**config.mk**
```make
export PLATFORM = sky130hd
export DESIGN_NAME = sramlike_bridge_arbiter_flat
export DESIGN_NICKNAME = d
export VERILOG_FILES = /design/src/rtl/sramlike_bridge_arbiter_pkg.sv /design/src/rtl/sramlike_bridge_arbiter_if.sv /design/src/rtl/sramlike_bridge_arbiter.sv /design/src/flat_wrapper.sv
export SDC_FILE = /design/constraint.sdc
export NUM_CORES = 1
export LEC_CHECK = 0
export BUFFER_PORTS_ARGS = -buffer_cell sky130_fd_sc_hd__buf_4
export CORE_AREA = 2 2 119 121
export CTS_CLUSTER_SIZE = 24
export DETAILED_ROUTE_END_ITERATION = 16
export DIE_AREA = 0 0 121 123
export SLEW_MARGIN = 20
export SYNTH_ARGS = -nofsm -noshare
export SYNTH_HDL_FRONTEND = slang
export SYNTH_SLANG_ARGS = --single-unit
```
**constraint.sdc**
```tcl
create_clock -name clk -period 4.1 [get_ports clk]
set_input_delay 0.205 -clock clk [delete_from_list [all_inputs] [get_ports clk]]
set_output_delay 0.205 -clock clk [all_outputs]
set_load 0.01 [all_outputs]
```
**src/rtl/sramlike_bridge_arbiter_pkg.sv**
```systemverilog
// Shared definitions for the sram-like bridge arbiter.
//   arb_state_t  : arbiter FSM state encoding (2 bits)
//   OWNER_INST   : owner code for master 0 (icache refill path)
//   OWNER_DATA   : owner code for master 1 (dcache / uncached bypass)
package sramlike_bridge_arbiter_pkg;

    typedef enum logic [1:0] {
        ARB_IDLE  = 2'd0,
        ARB_GRANT = 2'd1,
        ARB_WAIT  = 2'd2
    } arb_state_t;

    localparam logic OWNER_INST = 1'b0;
    localparam logic OWNER_DATA = 1'b1;

endpackage

```
**src/rtl/sramlike_bridge_arbiter_if.sv**
```systemverilog
// One sram-like port: request fields from the master, handshakes and read
// data back from the slave.
//   master modport : drives req/wr/size/addr/wdata, receives rdata/addr_ok/data_ok
//   slave modport  : the opposite direction
interface sramlike_bridge_arbiter_if;

    logic        req;
    logic        wr;
    logic [1:0]  size;
    logic [31:0] addr;
    logic [31:0] wdata;
    logic [31:0] rdata;
    logic        addr_ok;
    logic        data_ok;

    modport master (
        output req, wr, size, addr, wdata,
        input  rdata, addr_ok, data_ok
    );

    modport slave (
        input  req, wr, size, addr, wdata,
        output rdata, addr_ok, data_ok
    );

endinterface

```
**src/rtl/sramlike_bridge_arbiter.sv**
```systemverilog
// Shares the single sram-like bridge port between the inst master (m0) and
// the data master (m1). One transaction in flight at a time; data has fixed
// priority, but after STARVE_LIMIT consecutive data grants taken while inst
// was waiting, the next grant goes to inst.
//   clk       : clock, rising edge
//   resetn    : asynchronous active-low reset
//   m0, m1    : master-facing ports (slave modport)
//   br        : bridge-facing port (master modport)
//   proto_err : sticky flag, bridge returned data_ok with nothing outstanding
module sramlike_bridge_arbiter
    import sramlike_bridge_arbiter_pkg::*;
#(
    parameter int STARVE_LIMIT = 4,
    parameter int CNT_W        = 3
) (
    input  logic                              clk,
    input  logic                              resetn,
    sramlike_bridge_arbiter_if.slave          m0,
    sramlike_bridge_arbiter_if.slave          m1,
    sramlike_bridge_arbiter_if.master         br,
    output logic                              proto_err
);

    localparam logic [CNT_W-1:0] STARVE_LIM = CNT_W'(STARVE_LIMIT);
    localparam logic [CNT_W-1:0] STARVE_SAT = '1;

    arb_state_t       state_reg, state_next;
    logic             owner_reg, owner_next;
    logic [CNT_W-1:0] starve_reg, starve_next;
    logic             proto_err_reg, proto_err_next;

    logic             owner_req;
    logic             owner_wr;
    logic [1:0]       owner_size;
    logic [31:0]      owner_addr;
    logic [31:0]      owner_wdata;
    logic             pick_data;

    // 2:1 request mux on the latched owner
    assign owner_req   = (owner_reg == OWNER_DATA) ? m1.req   : m0.req;
    assign owner_wr    = (owner_reg == OWNER_DATA) ? m1.wr    : m0.wr;
    assign owner_size  = (owner_reg == OWNER_DATA) ? m1.size  : m0.size;
    assign owner_addr  = (owner_reg == OWNER_DATA) ? m1.addr  : m0.addr;
    assign owner_wdata = (owner_reg == OWNER_DATA) ? m1.wdata : m0.wdata;

    // Data wins unless inst is waiting and has already been passed over
    // STARVE_LIMIT times in a row.
    assign pick_data = m1.req && !(m0.req && (starve_reg == STARVE_LIM));

    // Read data is broadcast; only data_ok tells a master it is theirs.
    assign m0.rdata  = br.rdata;
    assign m1.rdata  = br.rdata;
    assign proto_err = proto_err_reg;

    always_ff @(posedge clk or negedge resetn) begin
        if (!resetn) begin
            state_reg     <= ARB_IDLE;
            owner_reg     <= OWNER_INST;
            starve_reg    <= '0;
            proto_err_reg <= 1'b0;
        end else begin
            state_reg     <= state_next;
            owner_reg     <= owner_next;
            starve_reg    <= starve_next;
            proto_err_reg <= proto_err_next;
        end
    end

    always_comb begin
        state_next  = state_reg;
        owner_next  = owner_reg;
        starve_next = starve_reg;
        br.req      = 1'b0;
        br.wr       = 1'b0;
        br.size     = 2'b00;
        br.addr     = 32'h0;
        br.wdata    = 32'h0;
        m0.addr_ok  = 1'b0;
        m0.data_ok  = 1'b0;
        m1.addr_ok  = 1'b0;
        m1.data_ok  = 1'b0;

        // Any data_ok outside WAIT cannot belong to us: covers the stray
        // pulse in IDLE and the simultaneous addr_ok/data_ok in GRANT.
        proto_err_next = proto_err_reg | (br.data_ok && (state_reg != ARB_WAIT));

        case (state_reg)
            ARB_IDLE: begin
                if (m0.req || m1.req) begin
                    state_next = ARB_GRANT;
                    if (pick_data) begin
                        owner_next = OWNER_DATA;
                        if (m0.req) begin
                            if (starve_reg != STARVE_SAT) begin
                                starve_next = starve_reg + 1'b1;
                            end
                        end else begin
                            starve_next = '0;
                        end
                    end else begin
                        owner_next  = OWNER_INST;
                        starve_next = '0;
                    end
                end
            end

            ARB_GRANT: begin
                br.req   = owner_req;
                br.wr    = owner_wr;
                br.size  = owner_size;
                br.addr  = owner_addr;
                br.wdata = owner_wdata;
                if (owner_reg == OWNER_DATA) begin
                    m1.addr_ok = br.addr_ok & owner_req;
                end else begin
                    m0.addr_ok = br.addr_ok & owner_req;
                end
                if (owner_req && br.addr_ok) begin
                    state_next = ARB_WAIT;
                end else if (!owner_req) begin
                    // Owner withdrew before acceptance: nothing was issued.
                    state_next = ARB_IDLE;
                end
            end

            ARB_WAIT: begin
                if (owner_reg == OWNER_DATA) begin
                    m1.data_ok = br.data_ok;
                end else begin
                    m0.data_ok = br.data_ok;
                end
                if (br.data_ok) begin
                    state_next = ARB_IDLE;
                end
            end

            default: begin
                state_next = ARB_IDLE;
            end
        endcase
    end

endmodule

```
**src/flat_wrapper.sv**
```systemverilog
// flat-port wrapper written by rule: the top's interface ports become plain ports
module sramlike_bridge_arbiter_flat import sramlike_bridge_arbiter_pkg::*;
#(
    parameter int STARVE_LIMIT = 4,
    parameter int CNT_W        = 3
)
  (clk, resetn, proto_err, m0_req, m0_wr, m0_size, m0_addr, m0_wdata, m0_rdata, m0_addr_ok, m0_data_ok, m1_req, m1_wr, m1_size, m1_addr, m1_wdata, m1_rdata, m1_addr_ok, m1_data_ok, br_req, br_wr, br_size, br_addr, br_wdata, br_rdata, br_addr_ok, br_data_ok);
  sramlike_bridge_arbiter_if m0_i ();
  sramlike_bridge_arbiter_if m1_i ();
  sramlike_bridge_arbiter_if br_i ();
  input  logic clk;
  input  logic resetn;
  output logic proto_err;
  input wire logic [$bits(m0_i.req)-1:0] m0_req;
  input wire logic [$bits(m0_i.wr)-1:0] m0_wr;
  input wire logic [$bits(m0_i.size)-1:0] m0_size;
  input wire logic [$bits(m0_i.addr)-1:0] m0_addr;
  input wire logic [$bits(m0_i.wdata)-1:0] m0_wdata;
  output wire logic [$bits(m0_i.rdata)-1:0] m0_rdata;
  output wire logic [$bits(m0_i.addr_ok)-1:0] m0_addr_ok;
  output wire logic [$bits(m0_i.data_ok)-1:0] m0_data_ok;
  input wire logic [$bits(m1_i.req)-1:0] m1_req;
  input wire logic [$bits(m1_i.wr)-1:0] m1_wr;
  input wire logic [$bits(m1_i.size)-1:0] m1_size;
  input wire logic [$bits(m1_i.addr)-1:0] m1_addr;
  input wire logic [$bits(m1_i.wdata)-1:0] m1_wdata;
  output wire logic [$bits(m1_i.rdata)-1:0] m1_rdata;
  output wire logic [$bits(m1_i.addr_ok)-1:0] m1_addr_ok;
  output wire logic [$bits(m1_i.data_ok)-1:0] m1_data_ok;
  output wire logic [$bits(br_i.req)-1:0] br_req;
  output wire logic [$bits(br_i.wr)-1:0] br_wr;
  output wire logic [$bits(br_i.size)-1:0] br_size;
  output wire logic [$bits(br_i.addr)-1:0] br_addr;
  output wire logic [$bits(br_i.wdata)-1:0] br_wdata;
  input wire logic [$bits(br_i.rdata)-1:0] br_rdata;
  input wire logic [$bits(br_i.addr_ok)-1:0] br_addr_ok;
  input wire logic [$bits(br_i.data_ok)-1:0] br_data_ok;
  assign m0_i.req = m0_req;
  assign m0_i.wr = m0_wr;
  assign m0_i.size = m0_size;
  assign m0_i.addr = m0_addr;
  assign m0_i.wdata = m0_wdata;
  assign m0_rdata = m0_i.rdata;
  assign m0_addr_ok = m0_i.addr_ok;
  assign m0_data_ok = m0_i.data_ok;
  assign m1_i.req = m1_req;
  assign m1_i.wr = m1_wr;
  assign m1_i.size = m1_size;
  assign m1_i.addr = m1_addr;
  assign m1_i.wdata = m1_wdata;
  assign m1_rdata = m1_i.rdata;
  assign m1_addr_ok = m1_i.addr_ok;
  assign m1_data_ok = m1_i.data_ok;
  assign br_req = br_i.req;
  assign br_wr = br_i.wr;
  assign br_size = br_i.size;
  assign br_addr = br_i.addr;
  assign br_wdata = br_i.wdata;
  assign br_i.rdata = br_rdata;
  assign br_i.addr_ok = br_addr_ok;
  assign br_i.data_ok = br_data_ok;
  sramlike_bridge_arbiter #(.STARVE_LIMIT(STARVE_LIMIT), .CNT_W(CNT_W)) u_core (.clk(clk), .resetn(resetn), .m0(m0_i), .m1(m1_i), .br(br_i), .proto_err(proto_err));
endmodule
```
==> results.toml, run 1 <==
[sta]
setup_viol = 0
max_freq_ghz = 0.4147
finalSetupTns_ns = 0
final_hold_viol_count = 0
tightest_slew_ns = 0.8861
relSlewSlack = 0.4092
whs_ns = 0.1977
period_share = 0.5882
rsz0062_at_grt = "no"
clock_skew_ns = 0.0002603
period_needed_ns = 2.412
slew_violations = 0

[final_layout]
largest_reg_flops = 3
drive_gt1_frac = 0.5671
area_delta_synth_final_pct = 66.07
finalInstanceArea_mm2 = 0.003271
fillCellCount = 1473
num-nets-final = 571
antennaDiodeCount = 0
stdcell_count = 575

[place]
place_congestion = 0.7324
dp_hpwl_um = 5928
place_area_mm2 = 0.003182
numPlacedInstances = 570
portBuffers = 212

[cts]
postCtsSetupRepairBufs = 0
cts_root_buffer = "clkbuf_16"
clock_latency_ns = 0.23
cts.sink_count = 7
cts_buffer_depth = 2
h-tree-depth = 1
postCtsHoldBufs = 1
cts_tree = "done"
cts_resized = 0
clk_pin_slew_ns = 0.03
numCtsBuffers = 3

[route]
wl_per_cell_um = 12.60
drtAntennaViolNets = 0
viasPerCell = 3.743
drt-total-wl_um = 7243
drc_errors = 0
vias = 2152
drt_first_pass_iters = 4
drt_iter0_markers = 30

[floorplanning]
die_w_um = 121
dieArea_mm2 = 0.01488
row_count = 43
die_y_um = 123
core_mm2 = 0.01361
io_pins = 309
start_util = 0.1447

[worst_setup_path]
path_max_fanout = 54
max_stage_delay_ns = 1.00
slowest_stage = "dfrtp_4"
cp_common_cell = "buf_4"
r2r_setup_slack_ns = 2.44
worstPathRequired_ns = 3.89
cp-start-kind = "register"
cp.arrival_ns = 2.21
worstSetupEndpointType = "output port"
path_cells = "buf_4 > mux2i_1 > nor2_1 > buf_4"
path_class = "reg2out"
reg2reg_depth = 2

[status]
status = "completed"

[global_routing]
grt_pass1_vias = 2101
grt_pass1_wl_um = 10170
grt_max_degree = 55
grt_overflow = 0
track_usage = 0.08250
grt_antenna_before_repair = 0

[yosys]
ys_types = 28
ys_seq_area_frac = 0.08895
postSynthAreaPerCell_um2 = 7.693
syn-num-nets = 431
netlist_instances = 256
yosys_warnings = 0
synth.ff_latch_count = 7
syn_area_mm2 = 0.001969

[power]
vdd_ir_drop_max_v = 0.0003349
powerDensity_mw_per_mm2 = 517.5
power.leakage_nw = 1.891

[worst_hold_path]
hold_class = "in2reg"
holdPathStages = 2

[job]
drv_cap = 0
[per-stage QoR]
| step | power, W | utilization | worst slack, ns |
|---|---|---|---|
| after floorplan | 0.001070 | - | 2.757 |
| after global placement | 0.001516 | 0.2338 | 1.974 |
| after detailed placement | 0.001549 | 0.2338 | 1.887 |
| after CTS | 0.001720 | 0.2403 | 1.648 |
| after global routing | 0.001832 | 0.2403 | 1.519 |
| final | 0.001693 | 0.2403 | 1.688 |
[placed cells by master, fill, tap and decap left out, types with 2 or more instances in the layout]
cell,instances
a21oi_1,2
a22o_2,2
buf_4,214
clkbuf_16,3
dfrtp_1,6
ha_1,3
inv_1,4
mux2i_1,68
nand2_1,3
nor2_1,69
o21ai_0,2
[kinds of logic after synthesis]
family,after synthesis,share of synthesized area
compound gates,10,0.03495
fa+ha+maj,3,0.01906
buf+inv,84,0.3253
flops,7,0.08895
mux,69,0.3513
simple gates,83,0.1804
[cells in the mapped netlist]
cell,count,area [um2]
nor2_1,69,259.0
mux2i_1,68,680.7
buf_4,65,488.0
buf_6,10,112.6
dfrtp_1,7,175.2
buf_2,5,25.02
inv_1,4,15.01
ha_1,3,37.54
nand2_1,3,11.26
a21oi_1,2,10.01
a22o_2,2,20.02
o21ai_0,2,10.01
a21o_1,1,7.510
a31oi_1,1,6.260
and2_4,1,8.760
and3_1,1,6.260
and4_1,1,8.760
mux2_1,1,11.26
nand2b_1,1,6.260
nand3b_1,1,7.510
nor2b_1,1,6.260
nor3_1,1,5.000
nor3b_1,1,7.510
nor4b_2,1,15.01
o22ai_1,1,6.260
o311ai_1,1,8.760
or2_2,1,6.260
or2b_1,1,7.510
[power by group]
group | switching, W | total, W | leakage, nW | internal [W]
Sequential | 0.000136 | 0.000228 | 0.0847 | 0.0000927
Clock | 0.0000359 | 0.000165 | 0.0382 | 0.000129
Combinational | 0.000593 | 0.00130 | 1.77 | 0.000706
[per-layer routing]
layer	track usage	wire, um	vias up
li1	-	-	1061
met3	0.01245	564	24
met2	0.1475	3667	101
met5	0	0	-
met1	0.1009	2878	966
met4	0.02762	133	0
[cell type report]
class / instances / area (um2) / share of cell area
Inverter: 4 / 15.01 / 0.004591
Multi-Input combinational cell: 165 / 1156 / 0.3535
Sequential cell: 7 / 178.9 / 0.05471
Tap cell: 180 / 225.2 / 0.06886
Clock buffer: 4 / 78.83 / 0.02410
Timing Repair Buffer: 215 / 1617 / 0.4943
[worst paths after layout]
check,from,end
setup / recovery,u_core.owner_reg$_DFFE_PN0P_,br_wdata[15]
hold / removal,m0_req,u_core.owner_reg$_DFFE_PN0P_
setup reg to reg,u_core.owner_reg$_DFFE_PN0P_,u_core.state_reg[1]$_DFFE_PN0P_
hold reg to reg,u_core.proto_err$_DFF_PN0_,u_core.proto_err$_DFF_PN0_
max in group asynchronous,resetn,u_core.owner_reg$_DFFE_PN0P_
min in group asynchronous,resetn,u_core.starve_reg[2]$_DFFE_PN0P_
[worst max-delay path, delay by kind of cell (launching register included)]
kind,cells,cell delay (ns)
flip-flops,1,1.00
multiplexers,1,0.24
buffers and inverters,2,0.65
AND/OR/NAND/NOR,1,0.06
Note: power is estimated with default switching activity, not from simulation.
==> run 2: changes to the inputs <==
Settings changed: ABC_AREA from default to 1, CORE_AREA 2 2 119 121 to 2 2 121 123, DIE_AREA 0 0 121 123 to 0 0 123 125.
Clock period 4.1 ns to 2 ns, I/O delays scaled along.
==> run 2 against run 1 <==
Effect of this change: utilization down 0.45 points; synthesized cell count up 34%; clock power up 110%; critical path depth up 2; clock-buffer cell count unchanged; global-route usage up 0.75 points; final area up 2.4%; flip-flop and latch count unchanged; non-clock buffer count up 5; sequential share of layout area down 0.20 points; critical endpoint is now m0_addr_ok.
==> results.toml, run 2 <==
[status]
status = "completed"

[sta]
relSlewSlack = 0.7505
slew_violations = 0
final_hold_viol_count = 0
clock_skew_ns = 0.0006460
rsz0062_at_grt = "no"
period_share = 0.8577
tightest_slew_ns = 0.3729
period_needed_ns = 1.715
setup_viol = 0
finalSetupTns_ns = 0
max_freq_ghz = 0.5830

[route]
drt_iter0_markers = 119
vias = 2549
drt-total-wl_um = 7805
wl_per_cell_um = 11.74
drt_first_pass_iters = 4
drtAntennaViolNets = 0
viasPerCell = 3.833
drc_errors = 0

[yosys]
ys_seq_area_frac = 0.08946
synth_top_area_frac = 0.2626
yosys_warnings = 0
synth_largest_area_cell = "nand2_1"
ys_types = 20
async_reset_ff_frac = 1.000
syn_area_mm2 = 0.001958
netlist_instances = 343
synthTopCellsByArea = "nand2_1, buf_4, a21oi_1"
synth.ff_latch_count = 7
synthFlopType = "dfrtp_1"
synth_edf_count = 0
syn-num-nets = 518
yosysMostFrequentCell = "nand2_1"
postSynthAreaPerCell_um2 = 5.709
synth_common_cells = "nand2_1, buf_4, a21oi_1"

[worst_setup_path]
worstPathRequired_ns = 1.90
worstSetupEndpointType = "output port"
path_class = "reg2out"
cp.arrival_ns = 1.62
path_max_fanout = 70
cp-start-kind = "register"
max_stage_delay_ns = 0.40
path_cells = "buf_12 > nand2_1 > a21oi_4 > nand2_1 > nor2_1 > buf_4"
cp.depth = 6
cp_common_cell = "nand2_1"
reg2reg_depth = 5
path_delay_family = "buffers and inverters"
slowest_stage = "dfrtp_2"
crit_buf_inv = 2

[global_routing]
track_usage = 0.09002
grt_antenna_before_repair = 0
grt_pass1_vias = 2299
met1_usage = 0.1070
use_met2 = 0.1482
grtUsageMet3 = 0.03285
grt_pass1_wl_um = 11330
grt_max_degree = 71
grt_overflow = 0
grt.busiest_layer = "met2"

[cts]
cts.sink_count = 7
clock_latency_ns = 0.23
postCtsSetupRepairBufs = 0
cts_resized = 0
cts_tree = "done"
cts_root_buffer = "clkbuf_16"
numCtsBuffers = 3
cts_buffer_depth = 2
h-tree-depth = 1
postCtsHoldBufs = 1
clk_pin_slew_ns = 0.04

[floorplanning]
io_pins = 309
die_y_um = 125
row_count = 44
die_w_um = 123
dieArea_mm2 = 0.01538
core_mm2 = 0.01420
start_util = 0.1379

[worst_hold_path]
hold_class = "in2reg"
holdPathStages = 2

[final_layout]
final_cell_mix = "buf_4, nand2_1, a21oi_1"
finalInstanceArea_mm2 = 0.003348
fillCellCount = 1611
antennaDiodeCount = 0
final_common_cell = "buf_4"
largest_reg_flops = 3
area_delta_synth_final_pct = 70.99
drive_gt1_frac = 0.5177
num-nets-final = 657

[power]
power.leakage_nw = 1.764
powerDensity_mw_per_mm2 = 1124
vdd_ir_drop_max_v = 0.0006469

[place]
place_area_mm2 = 0.003259
place_congestion = 0.7666
dp_hpwl_um = 6025
portBuffers = 212

[job]
drv_cap = 0
## run 2: kinds of logic after synthesis
kind of cell             count (synthesis)  share of synthesized area
AND/OR/NAND/NOR                        165                     0.3419
buffers and inverters                   96                     0.3393
AO/OA/AOI/OAI                           72                     0.2102
flip-flops                               7                    0.08946
adder cells (fa/ha/maj)                  3                    0.01917
## run 2: final timing paths
| kind | end | slack (ns) | from |
|---|---|---|---|
| worst max-delay path | m0_addr_ok | 0.28 | u_core.owner_reg$_DFFE_PN0P_ |
| worst min-delay path | u_core.state_reg[1]$_DFFE_PN0P_ | 0.07 | br_data_ok |
| worst max register to register | u_core.state_reg[1]$_DFFE_PN0P_ | 0.68 | u_core.owner_reg$_DFFE_PN0P_ |
| worst min register to register | u_core.proto_err$_DFF_PN0_ | 0.48 | u_core.proto_err$_DFF_PN0_ |
| max in group asynchronous | u_core.owner_reg$_DFFE_PN0P_ | 1.64 | resetn |
| min in group asynchronous | u_core.state_reg[1]$_DFFE_PN0P_ | 0.22 | resetn |
## run 2: metrics by stage
step | setup WS, ns | cells | power, W | hold WS [ns] | utilization
final | 0.2847 | 665 | 0.003765 | 0.06728 | 0.2357
after global routing | 0.1580 | 665 | 0.004132 | 0.07705 | 0.2357
after CTS | 0.2626 | 665 | 0.003821 | 0.06727 | 0.2357
after detailed placement | 0.5112 | 660 | 0.003461 | -0.07880 | 0.2295
after global placement | 0.5022 | 660 | 0.003453 | -0.07822 | 0.2295
after floorplan | 0.7991 | 343 | 0.002133 | -0.1956 | -
## run 2: metal layers
metal,up-vias,share of wire
met5,-,0
met4,0,0.022
met3,21,0.12
met2,150,0.46
met1,1081,0.40
li1,1297,-
## run 2: where the power goes
group | leakage [nW] | internal, W | switching [W]
Clock | 0.0382 | 0.000265 | 0.0000755
Sequential | 0.0863 | 0.000185 | 0.0000393
Combinational | 1.64 | 0.00142 | 0.00178
## run 2: layout make-up
class                           count  area, um2  area share
Sequential cell                     7      176.4     0.05269
Multi-Input combinational cell    240       1119      0.3341
Clock buffer                        4      78.83     0.02354
Timing Repair Buffer              220       1704      0.5090
Inverter                           10      40.04     0.01196
Tap cell                          184      230.2     0.06876
